$ cat config.mk
export PLATFORM = sky130hd
export DESIGN_NAME = mux4_rr_arbiter
export DESIGN_NICKNAME = d
export VERILOG_FILES = /design/src/rtl/mux4_rr_arbiter_pkg.sv /design/src/rtl/mux4_rr_arbiter_rr_pick4.sv /design/src/rtl/mux4_rr_arbiter.sv
export SDC_FILE = /design/constraint.sdc
export NUM_CORES = 1
export LEC_CHECK = 0
export CAP_MARGIN = 0
export CORE_MARGIN = 1
export CORE_UTILIZATION = 36
export DETAILED_ROUTE_END_ITERATION = 12
export SLEW_MARGIN = 20
export SYNTH_ARGS = -nofsm -noshare
export SYNTH_HDL_FRONTEND = slang
export SYNTH_SLANG_ARGS = --single-unit
$ cat constraint.sdc
create_clock -name clk -period 2.1 [get_ports clk]
set_clock_uncertainty 0.2 [all_clocks]
set_input_delay 0.21 -clock clk [delete_from_list [all_inputs] [get_ports clk]]
set_output_delay 0.21 -clock clk [all_outputs]
set_load 0.02 [all_outputs]
$ cat src/rtl/mux4_rr_arbiter_pkg.sv
// Shared types and helpers for the 4-input round-robin mux arbiter.
// The state enum, requester count and select width live here.
package mux4_arb_pkg;

    localparam int NUM_REQ = 4;
    localparam int SEL_W   = 2;

    typedef enum logic {
        IDLE  = 1'b0,
        GRANT = 1'b1
    } state_t;

    function automatic logic [NUM_REQ-1:0] idx_to_onehot(input logic [SEL_W-1:0] idx);
        logic [NUM_REQ-1:0] oh;
        oh      = '0;
        oh[idx] = 1'b1;
        return oh;
    endfunction

endpackage

$ cat src/rtl/mux4_rr_arbiter_rr_pick4.sv
// Combinational round-robin picker: the first set request in order start, start+1, start+2, start+3.
// When i_mask_owner is set, the last slot in that order (the current owner) is excluded.
module rr_pick4
    import mux4_arb_pkg::*;
(
    input  logic [NUM_REQ-1:0] i_req,
    input  logic [SEL_W-1:0]   i_start,
    input  logic               i_mask_owner,
    output logic               o_found,
    output logic [SEL_W-1:0]   o_idx
);

    logic [SEL_W-1:0] w_cand;

    // Scan from the farthest slot down to the nearest, so the nearest set bit is the one that remains.
    always_comb begin
        o_found = 1'b0;
        o_idx   = i_start;
        w_cand  = i_start;
        for (int k = NUM_REQ - 1; k >= 0; k--) begin
            w_cand = i_start + SEL_W'(k);
            if (i_req[w_cand] && !(i_mask_owner && (k == NUM_REQ - 1))) begin
                o_found = 1'b1;
                o_idx   = w_cand;
            end
        end
    end

endmodule

$ cat src/rtl/mux4_rr_arbiter.sv
// Round-robin arbiter that drives the S1/S0 select pins of a 4:1 mux from a registered grant.
// An owner keeps the grant while it requests. It is forced off after MAX_HOLD cycles if another requester is waiting.
module mux4_rr_arbiter
    import mux4_arb_pkg::*;
#(
    parameter int MAX_HOLD = 8,
    parameter int CNT_W    = 8
) (
    input  logic                 clk,
    input  logic                 rst,
    input  logic [NUM_REQ-1:0]   req,
    output logic [NUM_REQ-1:0]   gnt,
    output logic                 S1,
    output logic                 S0,
    output logic                 busy,
    output logic [CNT_W-1:0]     owner_valid_cnt,
    output state_t               dbg_state
);

    localparam logic [CNT_W-1:0] CNT_MAX = CNT_W'(MAX_HOLD);

    state_t             r_state, w_state;
    logic [NUM_REQ-1:0] r_gnt, w_gnt;
    logic [SEL_W-1:0]   r_sel, w_sel;
    logic               r_busy, w_busy;
    logic [CNT_W-1:0]   r_cnt, w_cnt;
    logic [SEL_W-1:0]   r_last, w_last;

    logic               w_found;
    logic [SEL_W-1:0]   w_idx;
    logic               w_owner_req;
    logic               w_others;
    logic               w_release;

    // In GRANT the owner is always r_last, so one picker serves both states.
    // The search starts just past r_last. In GRANT the owner is masked, which makes it lowest priority on handoff.
    rr_pick4 u_pick (
        .i_req        (req),
        .i_start      (r_last + SEL_W'(1)),
        .i_mask_owner (r_state == GRANT),
        .o_found      (w_found),
        .o_idx        (w_idx)
    );

    assign w_owner_req = |(req & r_gnt);
    assign w_others    = |(req & ~r_gnt);
    assign w_release   = !w_owner_req || ((r_cnt == CNT_MAX) && w_others);

    always_comb begin
        w_state = r_state;
        w_gnt   = r_gnt;
        w_sel   = r_sel;
        w_busy  = r_busy;
        w_cnt   = r_cnt;
        w_last  = r_last;
        case (r_state)
            IDLE: begin
                w_gnt  = '0;
                w_busy = 1'b0;
                w_cnt  = '0;
                if (w_found) begin
                    w_state = GRANT;
                    w_gnt   = idx_to_onehot(w_idx);
                    w_sel   = w_idx;
                    w_busy  = 1'b1;
                    w_cnt   = CNT_W'(1);
                    w_last  = w_idx;
                end
            end
            GRANT: begin
                if (!w_release) begin
                    if (r_cnt < CNT_MAX) begin
                        w_cnt = r_cnt + CNT_W'(1);
                    end
                end else if (w_found) begin
                    w_gnt  = idx_to_onehot(w_idx);
                    w_sel  = w_idx;
                    w_busy = 1'b1;
                    w_cnt  = CNT_W'(1);
                    w_last = w_idx;
                end else begin
                    // r_sel is left alone so the mux select does not move while idle.
                    w_state = IDLE;
                    w_gnt   = '0;
                    w_busy  = 1'b0;
                    w_cnt   = '0;
                end
            end
            default: begin
                w_state = IDLE;
            end
        endcase
    end

    always_ff @(posedge clk or posedge rst) begin
        if (rst) begin
            r_state <= IDLE;
            r_gnt   <= '0;
            r_sel   <= '0;
            r_busy  <= 1'b0;
            r_cnt   <= '0;
            r_last  <= SEL_W'(NUM_REQ - 1);
        end else begin
            r_state <= w_state;
            r_gnt   <= w_gnt;
            r_sel   <= w_sel;
            r_busy  <= w_busy;
            r_cnt   <= w_cnt;
            r_last  <= w_last;
        end
    end

    assign gnt             = r_gnt;
    assign S1              = r_sel[1];
    assign S0              = r_sel[0];
    assign busy            = r_busy;
    assign owner_valid_cnt = r_cnt;
    assign dbg_state       = r_state;

endmodule

; After elaboration in Yosys (flattened, before gate mapping)
; Index checks and enable logic that the tools add are counted.
[word_totals]
regBits = 18
word_cells = 69
input_bits = 6
out_inout_bits = 16
[classes]
n_reduce_logical = 8
bitwise_logic = 4
eq_ne = 3
mux = 36
add_sub_neg = 5
magnitude_cmp = 7
[op_table]
columns = cell, n
row1 = 2-to-1 mux 2 bit, 8
row2 = 2-to-1 mux 8 bit, 2
row3 = one-hot mux 8 bit (2 select lines), 1
row4 = less-than comparator 2 x 3 -> 1 bit (second input constant), 5
row5 = 2-to-1 mux 1 bit, 13
row6 = adder 8 x 1 -> 8 bit (second input constant), 1
row7 = AND 4 bit, 2
row8 = binary-select mux 1 bit (select 2 bit), 4
row9 = == test 8 x 4 -> 1 bit (second input constant), 1
row10 = less-than comparator 8 x 4 -> 1 bit (second input constant), 1
row11 = 2-to-1 mux 4 bit, 2
row12 = one-hot mux 2 bit (2 select lines), 2
row13 = one-hot mux 4 bit (2 select lines), 1
row14 = OR reduction 4 bit, 2
row15 = adder 2 x 1 -> 2 bit (second input constant), 2
row16 = adder 2 bit (second input constant), 2
row17 = NOT 4 bit, 1
row18 = one-hot mux 1 bit (2 select lines), 2
row19 = logical AND 1 bit, 3
row20 = inequality test 3 x 1 -> 1 bit (second input constant), 1
row21 = demux 1 bit (select 2 bit), 1
row22 = >= comparator 2 x 1 -> 1 bit (second input constant), 1
row23 = logical NOT 1 bit, 2
row24 = inequality test 2 x 1 -> 1 bit (second input constant), 1
row25 = 2 further kinds, 2

; Longest topological paths before layout
; Gate-level depths: netlist (run 1).
[logic_depth]
word_depth = 16
depth_mapped = 7
mapped_depth_nobuf = 6

; Modules after synthesis
; Synthesis (run 1) repeated with hierarchy kept, for this count alone.
[unflattened]
hier_cells = 113
hier_area_um2 = 1164.9
[modules_own_cells]
columns = module, cells_per_inst, area_each_um2, seq_area_each_um2, instances
row1 = mux4_rr_arbiter, 79, 955.9, 452.9, 1
row2 = rr_pick4, 34, 209.0, 0.0, 1

; Worst setup path after synthesis (run 1)
; Ideal clock, no wire load.
[synth_timing]
path_type = register to register
start = register r_cnt[4] (netlist: owner_valid_cnt[4])
end = register r_sel[0]
path_buffers = 0
slack_ns = -0.071
required_time_ns = 1.772
path_stages_with_launch = 5
period_less_slack_ns = 2.171
arrival_time_ns = 1.843
setup_time_ns = 0.128
path_cell_list = dfrtp_1 -> or4_4 -> o311ai_4 -> nand2_4 -> mux2_1
[synth_between]
elab_chain_cells = 4
[synth_lines]
columns = element, line_no
row1 = from (decl), mux4_rr_arbiter.sv:26  ; logic [CNT_W-1:0] r_cnt, w_cnt;
row2 = from (signal assigned), mux4_rr_arbiter.sv:108  ; r_cnt <= w_cnt;
row3 = == test 8 x 4 -> 1 bit, mux4_rr_arbiter.sv:47  ; assign w_release = !w_owner_req || ((r_cnt == CNT_MAX) && w_others);
row4 = logical AND 1 bit, mux4_rr_arbiter.sv:47
row5 = logical OR 1 bit, mux4_rr_arbiter.sv:47
row6 = inequality test 2 x 1 -> 1 bit (no source line), --
row7 = to (signal assigned), mux4_rr_arbiter.sv:106  ; r_sel <= w_sel;
row8 = to (decl), mux4_rr_arbiter.sv:24  ; logic [SEL_W-1:0] r_sel, w_sel;
; Every way passes these cells.
; A chain may end at the register's enable or synchronous reset.

; Worst setup path in the final report (run 1)
[layout_timing]
start = register r_last[0]
end = register r_gnt[0] (netlist: gnt[0])
[layout_between]
elab_chain_cells = 16
word_cells_on_any_way = 29
cone_classes = add/sub: 4 / order compare: 2 / mux: 21 / reduce/logical: 2
[layout_lines]
columns = element, line_no
row1 = from (decl), mux4_rr_arbiter.sv:27  ; logic [SEL_W-1:0] r_last, w_last;
row2 = from (signal assigned), mux4_rr_arbiter.sv:102  ; r_last <= SEL_W'(NUM_REQ - 1);
row3 = from (signal assigned), mux4_rr_arbiter.sv:109  ; r_last <= w_last;
row4 = adder 2 x 1 -> 2 bit *, mux4_rr_arbiter.sv:39  ; .i_start (r_last + SEL_W'(1)),
row5 = adder 2 bit, mux4_rr_arbiter_rr_pick4.sv:21  ; w_cand = i_start + SEL_W'(k);
row6 = binary-select mux 1 bit (select 2 bit), mux4_rr_arbiter_rr_pick4.sv:22  ; if (i_req[w_cand] && !(i_mask_owner && (k == NUM_REQ - 1))) begin
row7 = 2-to-1 mux 1 bit (not written as such), mux4_rr_arbiter_rr_pick4.sv:22
row8 = logical AND 1 bit, mux4_rr_arbiter_rr_pick4.sv:22
row9 = 2-to-1 mux 2 bit (4 in series), mux4_rr_arbiter_rr_pick4.sv:22
row10 = less-than comparator 2 x 3 -> 1 bit (not written as such) or >= comparator 2 x 1 -> 1 bit (tied branches), mux4_rr_arbiter_pkg.sv:16  ; oh[idx] = 1'b1;
row11 = logical AND 1 bit (not written as such), mux4_rr_arbiter_pkg.sv:16
row12 = 2-to-1 mux 1 bit (not written as such), mux4_rr_arbiter_pkg.sv:16
row13 = demux 1 bit (select 2 bit), mux4_rr_arbiter_pkg.sv:16
row14 = 2-to-1 mux 4 bit *, "mux4_rr_arbiter.sv:61, mux4_rr_arbiter.sv:75"
row15 = 2-to-1 mux 4 bit, mux4_rr_arbiter.sv:71  ; if (!w_release) begin
row16 = one-hot mux 4 bit (2 select lines) *, mux4_rr_arbiter.sv:56  ; case (r_state)
row17 = to (signal assigned), mux4_rr_arbiter.sv:105  ; r_gnt <= w_gnt;
row18 = to (decl), mux4_rr_arbiter.sv:23  ; logic [NUM_REQ-1:0] r_gnt, w_gnt;
; Every way passes the cells marked *; elsewhere a longest branch is shown, timed or not. The select of a mux whose other input is x is not followed.

==> summary.txt, run 1 <==
Clock buffer count from CTS: 3
Critical path data arrival time: 2.19 ns
Count of different cell masters after synthesis: 43
Effective utilization at floorplan: 39.05%
Clock Sinks: 18
Synthesized Nets: 118
Critical path startpoint category: flop
Category of the worst setup path capture point: flop
Max cap viols: 0
Post-route minimum period: 2.200 ns
Hold Fails Final Rpt: 0
Count of inserted antenna diode cells: 0
Number of nets in the layout: 160
Latest clock arrival within the worst-skew pair: 0.29 ns
Normalized max-slew margin: 55.65%
Number of antenna violations at the first check in global routing: 0
Max Fclk: 0.4545 GHz
Terminus of the critical flop-to-flop path: gnt[0]$_DFFE_PP0P_
Startpoint of the worst-slack reg-to-reg timing path: r_last[0]$_DFFE_PP1P_
Number of flops mapped to enable cells by yosys: 0
Sequential fraction of the synthesis area: 41.00%
Slack of the worst reg-to-reg path: -0.10 ns
Number of rows in the core area: 19
Critical Path Fanout Max: 5
Setup_tns: -0.3566 ns
Fraction of synthesized cell area in xor and xnor cells: 1.586%
Unrepaired setup endpoints after global routing: yes
Layout cell share with drive strength beyond 1: 31.13%
Core area: 0.002829 mm²
Post-detailed-route via-to-cell ratio: 5.467
Post-placement setup slack: -0.4771 ns
Area fraction in compound gates after synthesis: 18.80%
Top post-synthesis cells by area: sky130_fd_sc_hd__dfrtp_1, sky130_fd_sc_hd__dfstp_2, sky130_fd_sc_hd__mux2_1
Predominant post-synthesis flop cell: sky130_fd_sc_hd__dfrtp_1
Width of the chip: 57.40 µm
Final-report setup violation count: 7
Share of async-settable or async-resettable flops after synthesis: 100.0%
Max Root-Sink Buffers: 2
Number of cells traversed by the worst register-to-register path: 5
Maximum number of pins on one net before global-route repair: 19
Count of nets left with antenna violations after detail routing: 0
Routed WL: 2801 µm
Die area: 0.003294 mm²
Mux contribution to synthesized area: 8.834%
Count of buffers inserted at the top-level ports: 21
Slack of the critical path: -0.1004 ns
Global-route wire length before repair: 4781 µm
Yosys warnings: 0
Post-route cell area: 0.001624 mm²
Count of TritonRoute iterations in the first routing pass: 8
Simple-gate area share of the yosys netlist: 23.78%
Maximum resistive drop on vdd: 0.7690 mV
Final period util: 104.8%
Slew @ Worst Pin: 0.6645 ns
Run status: finished with violations
Power per cell area: 1322 mW/mm²
Dpl hpwl: 2036 µm
Static Leakage: 0.7059 nW
Fraction of post-synthesis cell area in the top cell type by area: 36.24%
Classification of the worst-slack hold path: in -> async
Clock root buffer master: sky130_fd_sc_hd__clkbuf_4
Via count of the first global-routing pass: 1063
Count of filler cells inserted in the layout: 259
CP Data Required Time: 2.09 ns
Number of cells produced by synthesis: 110
Total overflow reported by the global router: 0
Layout area overhead: 47.00%
Aggregate global-route resource usage: 19.12%
Multi-input combinational cell area: 700.7 µm²
Synthesized area: 0.001105 mm²
Area post-placement: 0.001479 mm²
H-Tree Level Count: 1
CTS tree: built
Total power of the final layout: 2.147 mW
Main combinational cell family by area after synthesis: simple AND/OR/NAND/NOR gates
Area share of fa/ha/maj cells after synthesis: 2.265%
DIE HEIGHT: 57.40 µm
Wire length per cell: 15.39 µm
Mean Syn Cell Area: 10.04 µm²
Count of vias placed by the detailed router: 995
Synth Register Bits: 18
Clock transition at path regs: 0.10 ns
1st-iter DRT viols: 26
Total I/O pin count: 22
Worst setup path class: reg -> reg
Combined flip-flop and latch cell area: 454.2 µm²
GP Congestion: 0.9382
Cell type contributing the most total cell area after synthesis: sky130_fd_sc_hd__dfrtp_1
Total count of max-transition violations in the final report: 0
Number of remaining DRC errors: 1
Violations in the final reports: DRC, setup timing
power breakdown:
part | total [mW] | switching, mW | internal [mW] | leakage [nW]
clock network | 0.211 | 0.106 | 0.106 | 0.0210
logic | 1.36 | 0.640 | 0.723 | 0.464
registers | 0.573 | 0.103 | 0.470 | 0.221
cell usage in the layout, fill, tap and decap left out, types with 3 or more instances in the layout:
master	n
sky130_fd_sc_hd__clkdlybuf4s50_1	21
sky130_fd_sc_hd__buf_4	21
sky130_fd_sc_hd__dfrtp_1	15
sky130_fd_sc_hd__nor2_1	9
sky130_fd_sc_hd__nand2b_1	6
sky130_fd_sc_hd__nand2_1	6
sky130_fd_sc_hd__and2_1	6
sky130_fd_sc_hd__mux2_4	5
sky130_fd_sc_hd__inv_1	4
sky130_fd_sc_hd__a22oi_1	3
sky130_fd_sc_hd__mux2i_1	3
sky130_fd_sc_hd__o21ai_0	3
sky130_fd_sc_hd__clkbuf_4	3
stage by stage:
step	std cells	utilization [%]	hold WS [ns]
6_report	182	57.41	0.1047
5_1_grt	182	57.41	0.1761
4_1_cts	181	55.99	0.1280
3_5_place_dp	176	52.28	0.2845
3_3_place_gp	176	52.28	0.2740
2_1_floorplan	110	-	-0.05296
layout make-up:
cell class | instances | area share [%]
Clock buffer | 4 | 2.234
Timing Repair Buffer | 43 | 23.34
Sequential cell | 18 | 27.97
Tap cell | 31 | 2.388
Inverter | 4 | 0.9245
Multi-Input combinational cell | 82 | 43.14
worst max-delay path: stages, from the launching register on:
cell	delay (ns)
sky130_fd_sc_hd__dfstp_2	0.61
sky130_fd_sc_hd__mux2_4	0.32
sky130_fd_sc_hd__a22oi_2	0.25
sky130_fd_sc_hd__o311a_1	0.25
sky130_fd_sc_hd__o21ai_1	0.15
sky130_fd_sc_hd__o31ai_2	0.32
cells by family after synthesis:
logic type	count (synthesis)
AOI/OAI and AO/OA	24
xor gates and xnor gates	2
muxes	9
DFF	18
adders and majority gates	2
buffers and inverters	10
and+or+nand+nor	45
state kept, by name, summed over array words and instances (netlist names):
signal	flops
owner_valid_cnt	8
dbg_state	1
r_last	2
gnt	4
r_sel	2
busy	1
synthesized netlist by cell type, types with 3 or more instances:
cell type / count
sky130_fd_sc_hd__nand2b_1: 6
sky130_fd_sc_hd__mux2_1: 4
sky130_fd_sc_hd__a22oi_1: 4
sky130_fd_sc_hd__inv_1: 4
sky130_fd_sc_hd__nand2_1: 6
sky130_fd_sc_hd__nor2_1: 10
sky130_fd_sc_hd__and2_1: 6
sky130_fd_sc_hd__mux2i_1: 3
sky130_fd_sc_hd__buf_2: 3
sky130_fd_sc_hd__o21ai_0: 4
sky130_fd_sc_hd__dfrtp_1: 16
how the worst max path moves through the flow:
stage	start	endpoint	slack, ns	depth (start not counted)
2_1_floorplan	owner_valid_cnt[4]$_DFFE_PP0P_	r_sel[0]$_DFFE_PP0P_	-0.01	4
3_3_place_gp	req[3]	gnt[0]$_DFFE_PP0P_	-0.44	6
3_5_place_dp	req[3]	gnt[0]$_DFFE_PP0P_	-0.48	6
4_1_cts	r_last[0]$_DFFE_PP1P_	r_sel[1]$_DFFE_PP0P_	-0.05	6
5_1_grt	r_last[0]$_DFFE_PP1P_	gnt[0]$_DFFE_PP0P_	-0.12	5
6_report	r_last[0]$_DFFE_PP1P_	gnt[0]$_DFFE_PP0P_	-0.10	5
routing by layer:
layer	wire length [µm]	up-vias	share of wire, %	track usage (%)
li1	-	480	-	-
met1	1266	478	45	24.32
met2	1326	26	47	30.56
met3	99	11	3.5	2.948
met4	110	0	3.9	11.50
met5	0	-	0	0
what timing repair did:
| item | 4_1_cts | 5_1_grt |
|---|---|---|
| resized for setup | 12 | 6 |
| setup buffers | 1 | 1 |
| pin swaps | 5 | 3 |
| gates cloned | 0 | 0 |
| setup endpoints to repair | 10 | 10 |
| hold buffers | 0 | 0 |
Note: power is estimated with default switching activity, not from simulation.
==> run 2, diff against run 1 <==
Settings changed: SKIP_LAST_GASP set to 1.
==> run 2 against run 1 <==
Against the previous run:
- non-clock buffer count is the same
- critical path depth unchanged
- critical path type unchanged
- utilization fell by 0.13 points
- design area down 0.23%
- the run still ends with DRC, setup timing left
- via count rose by 0.50%
- largest power group unchanged
- register-to-register slack hardly changed
- sequential cell count is the same
- sequential power hardly changed
- wire length barely moved
==> summary.txt, run 2 (synthesis gave the netlist of run 1 again) <==
Met2 Routed Length: 1320 µm
Global-route wire length before repair: 4781 µm
Layout cell share with drive strength beyond 1: 31.13%
Normalized max-slew margin: 55.73%
Uppermost layer routed: met4
Maximum resistive drop on vdd: 0.7687 mV
Number of rows in the core area: 19
Critical path data arrival time: 2.19 ns
Core area: 0.002829 mm²
Max cap viols: 0
Post-placement setup slack: -0.4771 ns
H-Tree Level Count: 1
Classification of the worst-slack hold path: in -> async
Count of filler cells inserted in the layout: 259
Count of inserted antenna diode cells: 0
Slew @ Worst Pin: 0.6632 ns
Met3 wire length: 104 µm
Critical Path Fanout Max: 5
Static Leakage: 0.7044 nW
Dpl hpwl: 2036 µm
Total count of max-transition violations in the final report: 0
Max Root-Sink Buffers: 2
GP Congestion: 0.9382
Die area: 0.003294 mm²
Most used cells in the layout excluding fill and tap cells: sky130_fd_sc_hd__buf_4, sky130_fd_sc_hd__clkdlybuf4s50_1, sky130_fd_sc_hd__dfrtp_1
Count of nets left with antenna violations after detail routing: 0
Effective utilization at floorplan: 39.05%
Cell internal power dissipation: 1.292 mW
Number of remaining DRC errors: 1
CP Data Required Time: 2.09 ns
Flip-flop count of the largest register, all copies and words added: 8
Count of vias placed by the detailed router: 1000
Switching power total: 0.8463 mW
Total power of the final layout: 2.138 mW
Max Fclk: 0.4555 GHz
Number of antenna violations at the first check in global routing: 0
Total overflow reported by the global router: 0
Wire length per cell: 15.40 µm
Final-report setup violation count: 7
Clock transition at path regs: 0.10 ns
Count of TritonRoute iterations in the first routing pass: 8
Combinational fraction of design power: 63.3%
Critical path startpoint category: flop
Total I/O pin count: 22
Maximum number of pins on one net before global-route repair: 19
Worst setup path class: reg -> reg
Layout area overhead: 46.66%
Via count of the first global-routing pass: 1063
Aggregate global-route resource usage: 19.12%
Unrepaired setup endpoints after global routing: yes
Clock Sinks: 18
Latest clock arrival within the worst-skew pair: 0.29 ns
Cell at the slowest stage of the critical path: sky130_fd_sc_hd__dfstp_2
Final period util: 104.5%
Power per cell area: 1320 mW/mm²
Violations in the final reports: DRC, setup timing
Post-detailed-route via-to-cell ratio: 5.495
Category of the worst setup path capture point: flop
Hold Fails Final Rpt: 0
Switching share of power: 39.58%
Clock root buffer master: sky130_fd_sc_hd__clkbuf_4
Width of the chip: 57.40 µm
Run status: finished with violations
Count of buffers inserted at the top-level ports: 21
Slack of the critical path: -0.09528 ns
CTS tree: built
Metal1 wirelength: 1267 µm
Largest stage delay on the critical path: 0.61 ns
1st-iter DRT viols: 26
Commonest non-fill, non-tap cell in the layout: sky130_fd_sc_hd__buf_4
Sequential share of power: 26.8%
Crit-path cells: mux2_4 -> a22oi_2 -> o311a_1 -> o21ai_1 -> o31ai_2
Clock buffer count from CTS: 3
DIE HEIGHT: 57.40 µm
Number of nets in the layout: 160
Post-route minimum period: 2.195 ns
Routed WL: 2803 µm
Power share of the clock group: 9.9%
[run 2: cell count changes in the layout (fill, tap and decap cells not counted)]
| cell | previous run | this run |
|---|---|---|
| sky130_fd_sc_hd__buf_6 | 1 | 0 |
| sky130_fd_sc_hd__buf_4 | 21 | 22 |
[run 2: power by group through the flow]
stage	Sequential, mW	Combinational, mW	Clock (mW)
after floorplan	0.652	0.602	0
after global placement	0.572	1.16	0
after detailed placement	0.574	1.17	0
after CTS	0.572	1.30	0.218
after global routing	0.587	1.46	0.234
final	0.573	1.35	0.211
[run 2: layout make-up]
cell class / instances / area [µm²] / share of cell area, %
Multi-Input combinational cell: 82 / 700.7 / 43.24
Sequential cell: 18 / 454.2 / 28.03
Timing Repair Buffer: 43 / 375.4 / 23.17
Tap cell: 31 / 38.79 / 2.394
Clock buffer: 4 / 36.28 / 2.239
Inverter: 4 / 15.01 / 0.9266
[run 2: stage by stage]
| step | cells | cell area (µm²) | hold WS, ns | TNS (ns) | utilization [%] |
|---|---|---|---|---|---|
| floorplan | 110 | 1106 | -0.05296 | -0.02038 | - |
| global placement | 176 | 1479 | 0.2740 | -3.204 | 52.28 |
| detailed placement | 176 | 1479 | 0.2845 | -3.531 | 52.28 |
| CTS | 181 | 1584 | 0.1280 | -0.1779 | 55.99 |
| global route | 182 | 1620 | 0.1761 | -0.7014 | 57.28 |
| finish | 182 | 1620 | 0.1044 | -0.3511 | 57.28 |
[run 2: worst max-delay path, delay by kind of cell (launching register included)]
family | cells | cell delay (ns)
flip-flops | 1 | 0.61
AO/OA/AOI/OAI | 4 | 0.96
multiplexers | 1 | 0.32
[run 2: worst paths after layout]
| check | startpoint | to | slack [ns] | cells past startpoint |
|---|---|---|---|---|
| max | r_last[0]$_DFFE_PP1P_ | gnt[0]$_DFFE_PP0P_ | -0.1 | 5 |
| min | rst | dbg_state$_DFF_PP0_ | 0.10 | 2 |
| max reg2reg | r_last[0]$_DFFE_PP1P_ | gnt[0]$_DFFE_PP0P_ | -0.1 | 5 |
| min reg2reg | busy$_DFFE_PP0P_ | busy$_DFFE_PP0P_ | 0.31 | 1 |
| max in group asynchronous | rst | owner_valid_cnt[4]$_DFFE_PP0P_ | 1.13 | 2 |
| min in group clk | busy$_DFFE_PP0P_ | busy$_DFFE_PP0P_ | 0.31 | 1 |
[run 2: what timing repair did]
item	in CTS	in global routing
setup buffers	1	1
resized for setup	12	5
hold buffers	0	0
endpoints found under the setup margin	10	10
pin swaps	5	3
[run 2: layer usage]
metal / global-route usage (%) / vias to the layer above
met5: 0 / -
met4: 11.50 / 0
met3: 2.948 / 11
met2: 30.56 / 30
met1: 24.32 / 479
li1: - / 480
